--- src/rtl/mlp_layer_sequencer.sv ---
// Sequencer for one fully-connected layer: streams inputs and weights from
// 1-cycle-latency buffers, accumulates into a bias, then shifts, saturates and applies ReLU.
//
// state | meaning
// IDLE  | waiting for start, configuration latched on acceptance
// BIAS  | issue bias/input/weight addresses for neuron j
// MAC   | N multiply-accumulate cycles for neuron j
// WRITE | write shifted/saturated result of neuron j
// DONE  | one-cycle completion (err flags an invalid configuration)
module mlp_layer_sequencer (
    input  logic        clk,
    input  logic        rst,
    input  logic        start,
    input  logic [12:0] num_inputs,
    input  logic [8:0]  num_outputs,
    input  logic [4:0]  shift,
    input  logic        relu_en,
    output logic        busy,
    output logic        done,
    output logic        err,
    output logic [15:0] input_rd_addr,
    output logic [15:0] weight_rd_addr,
    output logic [7:0]  bias_rd_addr,
    input  logic [7:0]  input_rd_data,
    input  logic [7:0]  weight_rd_data,
    input  logic [7:0]  bias_rd_data,
    output logic [15:0] output_wr_addr,
    output logic [7:0]  output_wr_data,
    output logic        output_wr_en
);

    typedef enum logic [2:0] {S_IDLE, S_BIAS, S_MAC, S_WRITE, S_DONE} state_t;

    state_t             state, state_nxt;
    logic [12:0]        n_q;
    logic [8:0]         m_q;
    logic [4:0]         shift_q;
    logic               relu_q;
    logic               err_q;
    logic [7:0]         j;
    logic [12:0]        k;
    logic [15:0]        wbase;
    logic signed [31:0] acc;

    logic [21:0]        nm_prod;
    logic               cfg_ok;
    logic               last_k;
    logic               last_j;
    logic signed [15:0] x_ext, w_ext, prod;
    logic signed [31:0] prod_ext, bias_ext, acc_sh;
    logic [7:0]         result;

    assign nm_prod = {9'd0, num_inputs} * {13'd0, num_outputs};
    assign cfg_ok  = (num_inputs != 13'd0) && (num_inputs <= 13'd4096) &&
                     (num_outputs != 9'd0) && (num_outputs <= 9'd256) &&
                     (nm_prod <= 22'd16384);
    assign last_k  = (k == n_q - 13'd1);
    assign last_j  = ({1'b0, j} == m_q - 9'd1);

    assign x_ext    = {{8{input_rd_data[7]}}, input_rd_data};
    assign w_ext    = {{8{weight_rd_data[7]}}, weight_rd_data};
    assign prod     = x_ext * w_ext;
    assign prod_ext = {{16{prod[15]}}, prod};
    assign bias_ext = {{24{bias_rd_data[7]}}, bias_rd_data};
    assign acc_sh   = acc >>> shift_q;

    always_comb begin
        result = acc_sh[7:0];
        if (acc_sh > 32'sd127)
            result = 8'h7f;
        else if (acc_sh < -32'sd128)
            result = 8'h80;
        if (relu_q && acc_sh[31])
            result = 8'h00;
    end

    always_ff @(posedge clk or posedge rst) begin
        if (rst)
            state <= S_IDLE;
        else
            state <= state_nxt;
    end

    always_comb begin
        state_nxt = state;
        case (state)
            S_IDLE:  if (start) state_nxt = cfg_ok ? S_BIAS : S_DONE;
            S_BIAS:  state_nxt = S_MAC;
            S_MAC:   if (last_k) state_nxt = S_WRITE;
            S_WRITE: state_nxt = last_j ? S_DONE : S_BIAS;
            S_DONE:  state_nxt = S_IDLE;
            default: state_nxt = S_IDLE;
        endcase
    end

    always_comb begin
        busy           = (state != S_IDLE);
        done           = (state == S_DONE);
        err            = (state == S_DONE) && err_q;
        output_wr_en   = (state == S_WRITE);
        output_wr_addr = {8'd0, j};
        output_wr_data = (state == S_WRITE) ? result : 8'd0;
    end

    // Addresses are registered so each state presents them during its own cycle.
    always_ff @(posedge clk or posedge rst) begin
        if (rst) begin
            n_q            <= '0;
            m_q            <= '0;
            shift_q        <= '0;
            relu_q         <= 1'b0;
            err_q          <= 1'b0;
            j              <= '0;
            k              <= '0;
            wbase          <= '0;
            acc            <= '0;
            input_rd_addr  <= '0;
            weight_rd_addr <= '0;
            bias_rd_addr   <= '0;
        end else begin
            case (state)
                S_IDLE: begin
                    if (start) begin
                        n_q     <= num_inputs;
                        m_q     <= num_outputs;
                        shift_q <= shift;
                        relu_q  <= relu_en;
                        err_q   <= !cfg_ok;
                        j       <= '0;
                        k       <= '0;
                        wbase   <= '0;
                        acc     <= '0;
                        if (cfg_ok) begin
                            input_rd_addr  <= '0;
                            weight_rd_addr <= '0;
                            bias_rd_addr   <= '0;
                        end
                    end
                end
                S_BIAS: begin
                    k              <= '0;
                    input_rd_addr  <= 16'd1;
                    weight_rd_addr <= wbase + 16'd1;
                end
                S_MAC: begin
                    acc <= ((k == 13'd0) ? bias_ext : acc) + prod_ext;
                    if (!last_k) begin
                        k              <= k + 13'd1;
                        input_rd_addr  <= input_rd_addr + 16'd1;
                        weight_rd_addr <= weight_rd_addr + 16'd1;
                    end
                end
                S_WRITE: begin
                    if (!last_j) begin
                        j              <= j + 8'd1;
                        wbase          <= wbase + {3'd0, n_q};
                        input_rd_addr  <= '0;
                        weight_rd_addr <= wbase + {3'd0, n_q};
                        bias_rd_addr   <= j + 8'd1;
                    end
                end
                default: ;
            endcase
        end
    end

endmodule

--- config.mk ---
export PLATFORM = sky130hd
export DESIGN_NAME = mlp_layer_sequencer
export DESIGN_NICKNAME = d
export VERILOG_FILES = /design/src/rtl/mlp_layer_sequencer.sv
export SDC_FILE = /design/constraint.sdc
export NUM_CORES = 1
export LEC_CHECK = 0
export ABC_AREA = 1
export CAP_MARGIN = 10
export CORE_AREA = 2 2 195 197
export DETAILED_ROUTE_END_ITERATION = 8
export DIE_AREA = 0 0 197 199
export DONT_BUFFER_PORTS = 1
export HOLD_SLACK_MARGIN = 0.06
export PLACE_DENSITY = 0.73
export SLEW_MARGIN = 10
export SYNTH_ARGS = -nofsm -noshare
export SYNTH_HDL_FRONTEND = slang
export SYNTH_SLANG_ARGS = --single-unit
--- constraint.sdc ---
create_clock -name clk -period 11 [get_ports clk]
set_input_delay 1.1 -clock clk [delete_from_list [all_inputs] [get_ports clk]]
set_output_delay 1.1 -clock clk [all_outputs]
set_load 0.1 [all_outputs]
==> results of run 1 <==
## report_power, final
group	total [mW]	internal [mW]	switching, mW
clock network	0.608	0.343	0.265
registers	0.851	0.607	0.244
logic	4.88	1.73	3.15
total	6.34	2.68	3.66
## registers in the layout, summed over array words and instances (netlist names), 9 cells and up
signal,flops
m_q,9
weight_rd_addr,16
n_q,13
wbase,16
input_rd_addr,16
acc,32
k,13
## worst max-delay path: cells and delay by family (launching register included)
family / cells / cell delay [ns]
fa+ha+maj: 7 / 2.90
flops: 1 / 0.51
buf+inv: 5 / 0.55
simple gates: 8 / 1.24
compound gates: 5 / 1.47
## layer usage
| layer | track usage [%] | up-vias | wire length, um |
|---|---|---|---|
| met4 | 7.96 | 0 | 1240 |
| li1 | - | 8718 | - |
| met1 | 33.8 | 8474 | 21500 |
| met5 | 0 | - | 0 |
| met3 | 3.85 | 92 | 2490 |
| met2 | 48.1 | 503 | 25300 |
## worst max path at each step
stage	from	endpoint	cells after the start
finish	k[0]$_DFFE_PP0P_	acc[22]$_DFFE_PP0P_	25
global route	k[0]$_DFFE_PP0P_	acc[22]$_DFFE_PP0P_	25
CTS	k[0]$_DFFE_PP0P_	acc[22]$_DFFE_PP0P_	25
detailed placement	k[0]$_DFFE_PP0P_	acc[22]$_DFFE_PP0P_	25
global placement	k[0]$_DFFE_PP0P_	acc[22]$_DFFE_PP0P_	25
floorplan	weight_rd_data[0]	acc[22]$_DFFE_PP0P_	20
## synth_stat cells (all sizes together), types with 32 or more instances
cell    instances
fa            215
xor2           41
o21ai         204
ha            132
nor3           32
a21oi         102
nand4          40
buf            60
inv           514
clkbuf         58
dfrtp         141
nor2          162
nand2         817
nand3         196
## cell type report
| class | count | share of cell area (%) |
|---|---|---|
| clock buffers | 17 | 2.03 |
| clock inverters | 15 | 0.835 |
| inverters | 517 | 9.27 |
| multi-input cells | 2078 | 67.5 |
| flip-flops and latches | 141 | 16.8 |
| well taps | 474 | 2.83 |
| repair buffers | 13 | 0.751 |
## placed cells by master, fill, tap and decap left out, drive strengths merged, types with 9 or more instances in the layout
master,count
fa,215
clkbuf,17
nor3,32
xnor2,20
nand3,196
nand2,817
inv,523
dfrtp,141
o211ai,18
a21oi,102
nand3b,11
nor4,9
nand4,40
o21ai,204
o22ai,13
or2,15
buf,13
xor2,41
nor2,162
ha,132
## cell families (layout without fill, tap and decap cells)
| group | count (synthesis) | in the layout | share of synthesized area (%) |
|---|---|---|---|
| xor gates and xnor gates | 63 | 63 | 2.87 |
| AOI/OAI and AO/OA | 367 | 367 | 10.1 |
| other | 1 | 8 | 0.0186 |
| adders and majority gates | 347 | 347 | 29.5 |
| and+or+nand+nor | 1286 | 1286 | 26.9 |
| buffers and inverters | 635 | 562 | 12.6 |
| DFF | 141 | 141 | 17.5 |
| muxes | 7 | 7 | 0.379 |
==> metrics, run 1 <==
routed vias=17,800; crit path kind=reg -> reg; Tightest Pin Transition=1.09 ns; signal arrival time at the worst endpoint=slightly above 7 ns; # Max-Cap Violations=0; maximum number of pins on one net before global-route repair=84; cell mode on critical path=sky130_fd_sc_hd__nand2_1; CTS clk-pin slew, worst paths=0.07 ns; Final Critical Period=6.80 ns; number of warnings issued by yosys=0; critical path's largest stage delay=0.65 ns; global routing usage summed across all routing layers=a little over a quarter; vias per std cell=5.46; crit path launch type=flip-flop; quantity of gates resized following cts=0; path class of the lowest-slack min-delay path=reg -> reg; endpoint kind of the worst setup timing path=flip-flop; cts bufs inserted=17; final antenna-violating net count=0; vertical extent of the die=199 um; static leakage=11.1 nW; part of the cycle the worst path needs=approximately 60%; number of iterations in the first detailed-routing pass=8; diode insertion count for antenna repair=0; routability congestion estimate=about 0.94; post-synthesis cell count=around 2,800; Reg2Reg Setup Slack=4.20 ns; cell accounting for the most synthesized area=sky130_fd_sc_hd__fa_1; Iter 0 DRT Violations=1,254; TritonCTS clock tree=built; Worst R2R End=acc[22]$_DFFE_PP0P_; fraction of registers with async set or reset after synthesis=100%; capture endpoint of the worst hold path=k[2]$_DFFE_PP0P_; number of levels the H-tree was split into=4; Sequential cell area=3530 um2; total chip power=6.34 mW; most instantiated flip-flop cell in the synthesis netlist=sky130_fd_sc_hd__dfrtp_1; RSZ-0062 raised after global routing=no; share of the synthesized area in the top cell type=21.4%; post-synthesis average cell area=7.08 um2; via count of the first global-routing pass=18,000; number of core rows=a little over 70; post-layout instance area=21,000 um2; buffers inserted during post-CTS setup optimization=0; biggest fanout along the worst timing path=40; count of endpoints failing setup in the final report=0; Peak VDD IR=249 uV; wire length after detailed routing=between 50,000 and 60,000 um; count of flip-flops with a built-in enable after synthesis=0; dpl ws=4.27 ns; quantity of hold-fixing buffers added after cts=0; synthesis-to-layout area growth=4.09%; worst min-delay path startpoint=k[2]$_DFFE_PP0P_; slowest cell on the critical path=sky130_fd_sc_hd__nand2_1; data required time of the critical path=11.31 ns; die width=a little under 200 um; max-slew headroom at the worst pin=27.1%; final hold viol count=0; Synth Cell Area=around 20,000 um2; post-layout instance count excluding filler cells=3,255; fill cell total of the finished layout=3,585; cell area after placement=20,400 um2; clk sinks=approximately 140; share of cells above drive strength 1=4.21%; placed instance count=3,223; leading cell types by total area after synthesis=sky130_fd_sc_hd__fa_1, sky130_fd_sc_hd__dfrtp_1, sky130_fd_sc_hd__nand2_1, sky130_fd_sc_hd__inv_1, sky130_fd_sc_hd__ha_1; Die Area=around 40,000 um2; routed len/inst=15.5 um; # DRC=0; half-perimeter wire length after placement=40,200 um; number of stages on the worst hold path=2; distinct cell type count of the synthesized netlist=60; wire length of the first global-routing pass=approximately 85,000 um; cell at the root of the clock tree=sky130_fd_sc_hd__clkbuf_16; highest achievable clock rate=147 MHz; initial antenna violation count=0; aggregate global routing overflow=0; core box area=37,100 um2; buffers added on ports=0; Clock Latency Late Sink=0.45 ns; depth of the worst register-to-register path=25; Layout Nets=3,170; Synth Register Bits=roughly 140; starting utilization of the core area=54.3%; worst hold-check slack=0.523 ns; final setup TNS=0 ns; # IOs=123; Final Slew Violations=0; number of buffers on the longest clock path=2; Multi-input gate area=14,200 um2; power density over cell area=302 nW/um2; Post-Route Utilization=56.5%; RR Startpoint=k[0]$_DFFE_PP0P_; outcome=finished clean; sequential area share after synthesis=17.5%; Setup Skew=0.0138 ns; Worst Slack Setup Final=4.20 ns
No activity file was read; power rests on OpenSTA's default activity.
==> inputs of run 2 (changes only) <==
==> constraint.sdc (replaced) <==
create_clock -name clk -period 6.9 [get_ports clk]
set_input_delay 0.69 -clock clk [delete_from_list [all_inputs] [get_ports clk]]
set_output_delay 0.69 -clock clk [all_outputs]
set_load 0.1 [all_outputs]
==> metrics, run 2 (same netlist as run 1, synthesis figures left out) <==
Final Critical Period=6.36 ns (was 6.80 ns); count of endpoints failing setup in the final report=0 (unchanged); part of the cycle the worst path needs=92.2% (was 61.8%); Iter 0 DRT Violations=1,109 (was 1,254); post-layout instance area=21,000 um2 (about the same); cell at the root of the clock tree=sky130_fd_sc_hd__clkbuf_16 (unchanged); TritonCTS clock tree=built (unchanged); cts bufs inserted=17 (unchanged); cell area after placement=20,400 um2 (about the same); final antenna-violating net count=0 (unchanged); initial antenna violation count=0 (unchanged); highest achievable clock rate=157 MHz (was 147 MHz); crit path launch type=flip-flop (unchanged); endpoint kind of the worst setup timing path=flip-flop (unchanged); most used cells in the layout excluding fill and tap cells=sky130_fd_sc_hd__nand2_1, sky130_fd_sc_hd__inv_1, sky130_fd_sc_hd__fa_1 (unchanged); core box area=37,100 um2 (unchanged); # IOs=123 (unchanged); Worst R2R End=acc[17]$_DFFE_PP0P_ (was acc[22]$_DFFE_PP0P_); synthesis-to-layout area growth=3.93% (was 4.09%); depth of the worst register-to-register path=25 (unchanged); via count of the first global-routing pass=18,200 (was 18,000); clk sinks=141 (unchanged); half-perimeter wire length after placement=40,100 um (was 40,200 um); static leakage=11.1 nW (about the same); Tightest Pin Transition=1.12 ns (was 1.09 ns); routed vias=17,800 (about the same); Layout Nets=3,170 (unchanged); vertical extent of the die=199 um (unchanged); share of cells above drive strength 1=4.21% (unchanged); number of iterations in the first detailed-routing pass=7 (was 8); quantity of gates resized following cts=0 (unchanged); starting utilization of the core area=54.3% (unchanged); die width=197 um (unchanged); number of levels the H-tree was split into=4 (unchanged); data required time of the critical path=7.22 ns (was 11.31 ns); Final Slew Violations=0 (unchanged); signal arrival time at the worst endpoint=6.68 ns (was 7.11 ns); diode insertion count for antenna repair=0 (unchanged); Reg2Reg Setup Slack=0.54 ns (was 4.20 ns); crit path kind=reg -> reg (unchanged); max-slew headroom at the worst pin=25.1% (was 27.1%); Worst Slack Setup Final=0.539 ns (was 4.20 ns); quantity of hold-fixing buffers added after cts=0 (unchanged); wire length after detailed routing=50,500 um (about the same); Setup Skew=0.0110 ns (was 0.0138 ns); buffers added on ports=0 (unchanged); power density over cell area=479 nW/um2 (was 302 nW/um2); RSZ-0062 raised after global routing=no (unchanged); final setup TNS=0 ns (unchanged); Clock Latency Late Sink=0.44 ns (was 0.45 ns); routed len/inst=15.5 um (about the same); outcome=finished clean (unchanged); dpl ws=0.607 ns (was 4.27 ns); critical path's largest stage delay=0.58 ns (was 0.65 ns); global routing usage summed across all routing layers=27.2% (was 26.9%); delay-heaviest family, CP=adder cells (unchanged); # DRC=0 (unchanged); wire length of the first global-routing pass=86,900 um (was 85,500 um); routability congestion estimate=0.942 (was 0.943); CTS clk-pin slew, worst paths=0.06 ns (was 0.07 ns); most common cell after layout, fill and taps aside=sky130_fd_sc_hd__nand2_1 (unchanged); path class of the lowest-slack min-delay path=in -> async (was reg -> reg); Post-Route Utilization=56.4% (was 56.5%); vias per std cell=5.47 (was 5.46); aggregate global routing overflow=0 (unchanged); CP Buf/Inv Count=5 (unchanged); maximum number of pins on one net before global-route repair=91 (was 84); # Max-Cap Violations=0 (unchanged); slowest cell on the critical path=sky130_fd_sc_hd__nand2_1 (unchanged); number of core rows=71 (unchanged); buffers inserted during post-CTS setup optimization=0 (unchanged); RR Startpoint=k[0]$_DFFE_PP0P_ (unchanged); max reg flops=32 (unchanged); number of buffers on the longest clock path=2 (unchanged); register ranked first by flip-flop count=acc (unchanged); Peak VDD IR=336 uV (was 249 uV); final hold viol count=0 (unchanged); Die Area=39,200 um2 (unchanged); biggest fanout along the worst timing path=40 (unchanged); total chip power=10.0 mW (was 6.34 mW)
run 2: cell types whose count changed in the layout (fill, tap and decap cells not counted), sizes merged:
cell,before,now
bufinv,2,0
clkinv,5,9
inv,523,521
run 2: area by class of cell:
cell class | count | area [um2]
sequential | 141 | 3530
timing repair buffer | 13 | 170
tap | 474 | 593
multi-input combinational | 2078 | 14200
fill | 3520 | 16200
inverter | 517 | 1950
clock buffer | 17 | 425
clock inverter | 15 | 130
run 2: stage by stage:
stage                     hold slack (ns)  instances
after floorplan                     0.472       2854
final                               0.228       3255
after detailed placement            0.505       3223
after CTS                           0.328       3255
after global placement              0.492       3223
after global routing                0.307       3255
run 2: metal layers:
layer  track usage, %  part of all wire (%)  vias to the layer above
li1                 -                     -                     8728
met1             34.1                    42                     8521
met2             48.4                    50                      456
met3             4.19                   5.0                       96
met4             8.35                   2.7                        0
met5                0                     0                        -
run 2: worst register-to-register path, stage by stage, from the launching register on:
cell,delay (ns)
sky130_fd_sc_hd__dfrtp_1,0.50
sky130_fd_sc_hd__inv_1,0.14
sky130_fd_sc_hd__ha_1,0.21
sky130_fd_sc_hd__nand3_1,0.09
sky130_fd_sc_hd__nor3_2,0.06
sky130_fd_sc_hd__buf_12,0.16
sky130_fd_sc_hd__nand2_1,0.61
sky130_fd_sc_hd__o21ai_0,0.26
sky130_fd_sc_hd__fa_1,0.53
sky130_fd_sc_hd__inv_1,0.06
sky130_fd_sc_hd__fa_1,0.50
sky130_fd_sc_hd__inv_1,0.05
sky130_fd_sc_hd__fa_1,0.48
sky130_fd_sc_hd__inv_1,0.06
sky130_fd_sc_hd__fa_1,0.48
sky130_fd_sc_hd__ha_1,0.30
sky130_fd_sc_hd__ha_1,0.35
sky130_fd_sc_hd__nand2_1,0.08
sky130_fd_sc_hd__o21ai_0,0.28
sky130_fd_sc_hd__a21oi_1,0.16
sky130_fd_sc_hd__o31ai_1,0.37
sky130_fd_sc_hd__nand3_1,0.12
sky130_fd_sc_hd__nand2_1,0.10
sky130_fd_sc_hd__a21oi_1,0.06
sky130_fd_sc_hd__o21ai_0,0.17
sky130_fd_sc_hd__nand2_1,0.08
run 2: power by group:
group	internal, mW	leakage [nW]	switching, mW
clock	0.471	0.269	0.419
combinational	2.75	8.97	5.02
sequential	0.968	1.89	0.394
total	4.19	11.1	5.84
run 2: worst max path at each step:
stage,start,to,slack [ns],cells past startpoint
after floorplan,weight_rd_data[0],acc[22]$_DFFE_PP0P_,0.80,20
final,k[0]$_DFFE_PP0P_,acc[17]$_DFFE_PP0P_,0.54,25
after global placement,k[0]$_DFFE_PP0P_,acc[20]$_DFFE_PP0P_,0.76,27
after detailed placement,k[0]$_DFFE_PP0P_,acc[21]$_DFFE_PP0P_,0.61,25
after global routing,k[0]$_DFFE_PP0P_,acc[21]$_DFFE_PP0P_,0.03,25
after CTS,k[0]$_DFFE_PP0P_,acc[17]$_DFFE_PP0P_,0.59,25
==> inputs of run 3 (changes only) <==
--- a/config.mk
+++ b/config.mk
@@ -7,12 +7,14 @@
 export LEC_CHECK = 0
 export ABC_AREA = 1
 export CAP_MARGIN = 10
-export CORE_AREA = 2 2 195 197
+export CELL_PAD_IN_SITES_DETAIL_PLACEMENT = 0
+export CELL_PAD_IN_SITES_GLOBAL_PLACEMENT = 2
+export CORE_AREA = 2 2 234 236
 export DETAILED_ROUTE_END_ITERATION = 8
-export DIE_AREA = 0 0 197 199
+export DIE_AREA = 0 0 236 238
 export DONT_BUFFER_PORTS = 1
 export HOLD_SLACK_MARGIN = 0.06
-export PLACE_DENSITY = 0.73
+export PLACE_DENSITY = 0.84
 export SLEW_MARGIN = 10
 export SYNTH_ARGS = -nofsm -noshare
 export SYNTH_HDL_FRONTEND = slang
==> metrics, run 3 (same netlist as run 1, synthesis figures left out) <==
cell at the root of the clock tree=sky130_fd_sc_hd__clkbuf_16 (unchanged); endpoint kind of the worst setup timing path=flip-flop (unchanged); Die Area=56,200 um2 (was 39,200 um2); crit path launch type=flip-flop (unchanged); post-layout instance area=21,300 um2 (was 21,000 um2); RSZ-0062 raised after global routing=no (unchanged); die width=236 um (was 197 um); Clock Latency Late Sink=0.45 ns (was 0.44 ns); cts bufs inserted=17 (unchanged); number of levels the H-tree was split into=4 (unchanged); max-slew headroom at the worst pin=27.3% (was 25.1%); register ranked first by flip-flop count=acc (unchanged); critical path's largest stage delay=0.53 ns (was 0.58 ns); count of endpoints failing setup in the final report=0 (unchanged); wire length after detailed routing=55,400 um (was 50,500 um); final setup TNS=0 ns (unchanged); diode insertion count for antenna repair=0 (unchanged); part of the cycle the worst path needs=92.1% (was 92.2%); clk sinks=141 (unchanged); buffers added on ports=0 (unchanged); number of buffers on the longest clock path=2 (unchanged); routed vias=17,600 (was 17,800); static leakage=11.2 nW (was 11.1 nW); # DRC=0 (unchanged); aggregate global routing overflow=0 (unchanged); TritonCTS clock tree=built (unchanged); cell mode on critical path=sky130_fd_sc_hd__inv_1; Worst Slack Setup Final=0.545 ns (was 0.539 ns); Iter 0 DRT Violations=1,082 (was 1,109); outcome=finished clean (unchanged); number of core rows=85 (was 71); initial antenna violation count=0 (unchanged); placed instance count=3,452 (was 3,223); signal arrival time at the worst endpoint=6.69 ns (was 6.68 ns); Final Slew Violations=0 (unchanged); number of iterations in the first detailed-routing pass=5 (was 7); routed len/inst=15.9 um (was 15.5 um); max reg flops=32 (unchanged); core box area=53,500 um2 (was 37,100 um2); CTS clk-pin slew, worst paths=0.07 ns (was 0.06 ns); dpl ws=0.471 ns (was 0.607 ns); maximum number of pins on one net before global-route repair=77 (was 91); Reg2Reg Setup Slack=0.55 ns (was 0.54 ns); share of cells above drive strength 1=4.48% (was 4.21%); total chip power=10.2 mW (was 10.0 mW); post-layout instance count excluding filler cells=3,484 (was 3,255); Final Critical Period=6.35 ns (was 6.36 ns); vertical extent of the die=238 um (was 199 um); starting utilization of the core area=37.7% (was 54.3%); # Max-Cap Violations=0 (unchanged); vias per std cell=5.06 (was 5.47); wire length of the first global-routing pass=94,600 um (was 86,900 um); power density over cell area=478 nW/um2 (was 479 nW/um2); final hold viol count=0 (unchanged); depth of the worst register-to-register path=29 (was 25); cell area after placement=20,700 um2 (was 20,400 um2); quantity of hold-fixing buffers added after cts=0 (unchanged); crit path kind=reg -> reg (unchanged); fill cell total of the finished layout=5,644 (was 3,520); via count of the first global-routing pass=18,200 (about the same); slowest cell on the critical path=sky130_fd_sc_hd__fa_1 (was sky130_fd_sc_hd__nand2_1); global routing usage summed across all routing layers=20.7% (was 27.2%); half-perimeter wire length after placement=44,400 um (was 40,100 um); Worst R2R End=acc[22]$_DFFE_PP0P_ (was acc[17]$_DFFE_PP0P_); Layout Nets=3,177 (was 3,170); routability congestion estimate=0.896 (was 0.942); path class of the lowest-slack min-delay path=in -> async (unchanged); most used cells in the layout excluding fill and tap cells=sky130_fd_sc_hd__nand2_1, sky130_fd_sc_hd__inv_1, sky130_fd_sc_hd__fa_1 (unchanged); buffers inserted during post-CTS setup optimization=0 (unchanged); # IOs=123 (unchanged); Peak VDD IR=319 uV (was 336 uV); data required time of the critical path=7.24 ns (was 7.22 ns); worst hold-check slack=0.256 ns (was 0.228 ns); Setup Skew=0.0121 ns (was 0.0110 ns); Post-Route Utilization=39.8% (was 56.4%); Tightest Pin Transition=1.09 ns (was 1.12 ns); final antenna-violating net count=0 (unchanged); RR Startpoint=k[0]$_DFFE_PP0P_ (unchanged); highest achievable clock rate=157 MHz (about the same); synthesis-to-layout area growth=5.59% (was 3.93%); biggest fanout along the worst timing path=15 (was 40); most common cell after layout, fill and taps aside=sky130_fd_sc_hd__nand2_1 (unchanged)
-- run 3: timing repair --
item,in CTS,in global routing
endpoints found under the setup margin,0,6
endpoints found under the hold margin,0,0
gates resized for setup,0,2
-- run 3: worst max-delay path: cells and delay by family (launching register included) --
family / cells / cell delay (ns)
adder cells (fa/ha/maj): 8 / 2.74
AND/OR/NAND/NOR: 9 / 1.25
AO/OA/AOI/OAI: 6 / 1.20
buffers and inverters: 6 / 0.59
flip-flops: 1 / 0.48
-- run 3: how the worst max path moves through the flow --
stage	start	to
floorplan	weight_rd_data[0]	acc[22]$_DFFE_PP0P_
global placement	k[0]$_DFFE_PP0P_	acc[28]$_DFFE_PP0P_
detailed placement	k[0]$_DFFE_PP0P_	acc[28]$_DFFE_PP0P_
CTS	k[0]$_DFFE_PP0P_	acc[28]$_DFFE_PP0P_
global route	k[0]$_DFFE_PP0P_	acc[22]$_DFFE_PP0P_
finish	k[0]$_DFFE_PP0P_	acc[22]$_DFFE_PP0P_
-- run 3: power breakdown --
group	total [mW]	leakage, nW	internal, mW	switching (mW)
Sequential	1.35	1.89	0.969	0.377
Clock	0.915	0.266	0.482	0.433
Combinational	7.92	9.00	2.77	5.15
Total	10.2	11.2	4.22	5.96
-- run 3: area by class of cell --
type	count	area (um2)	area share [%]
multi-input cells	2078	14200	66.5
clock buffers	18	439	2.06
inverters	517	1950	9.14
well taps	696	871	4.09
repair buffers	20	210	0.988
flip-flops and latches	141	3530	16.6
clock inverters	14	125	0.588
-- run 3: metal layers --
layer  wire (um)  vias up  global-route usage (%)
met1       25200     8518                    27.3
met5           0        -                       0
li1            -     8737                       -
met4        1330        0                    5.71
met3        2190       71                    3.02
met2       26600      315                    35.3
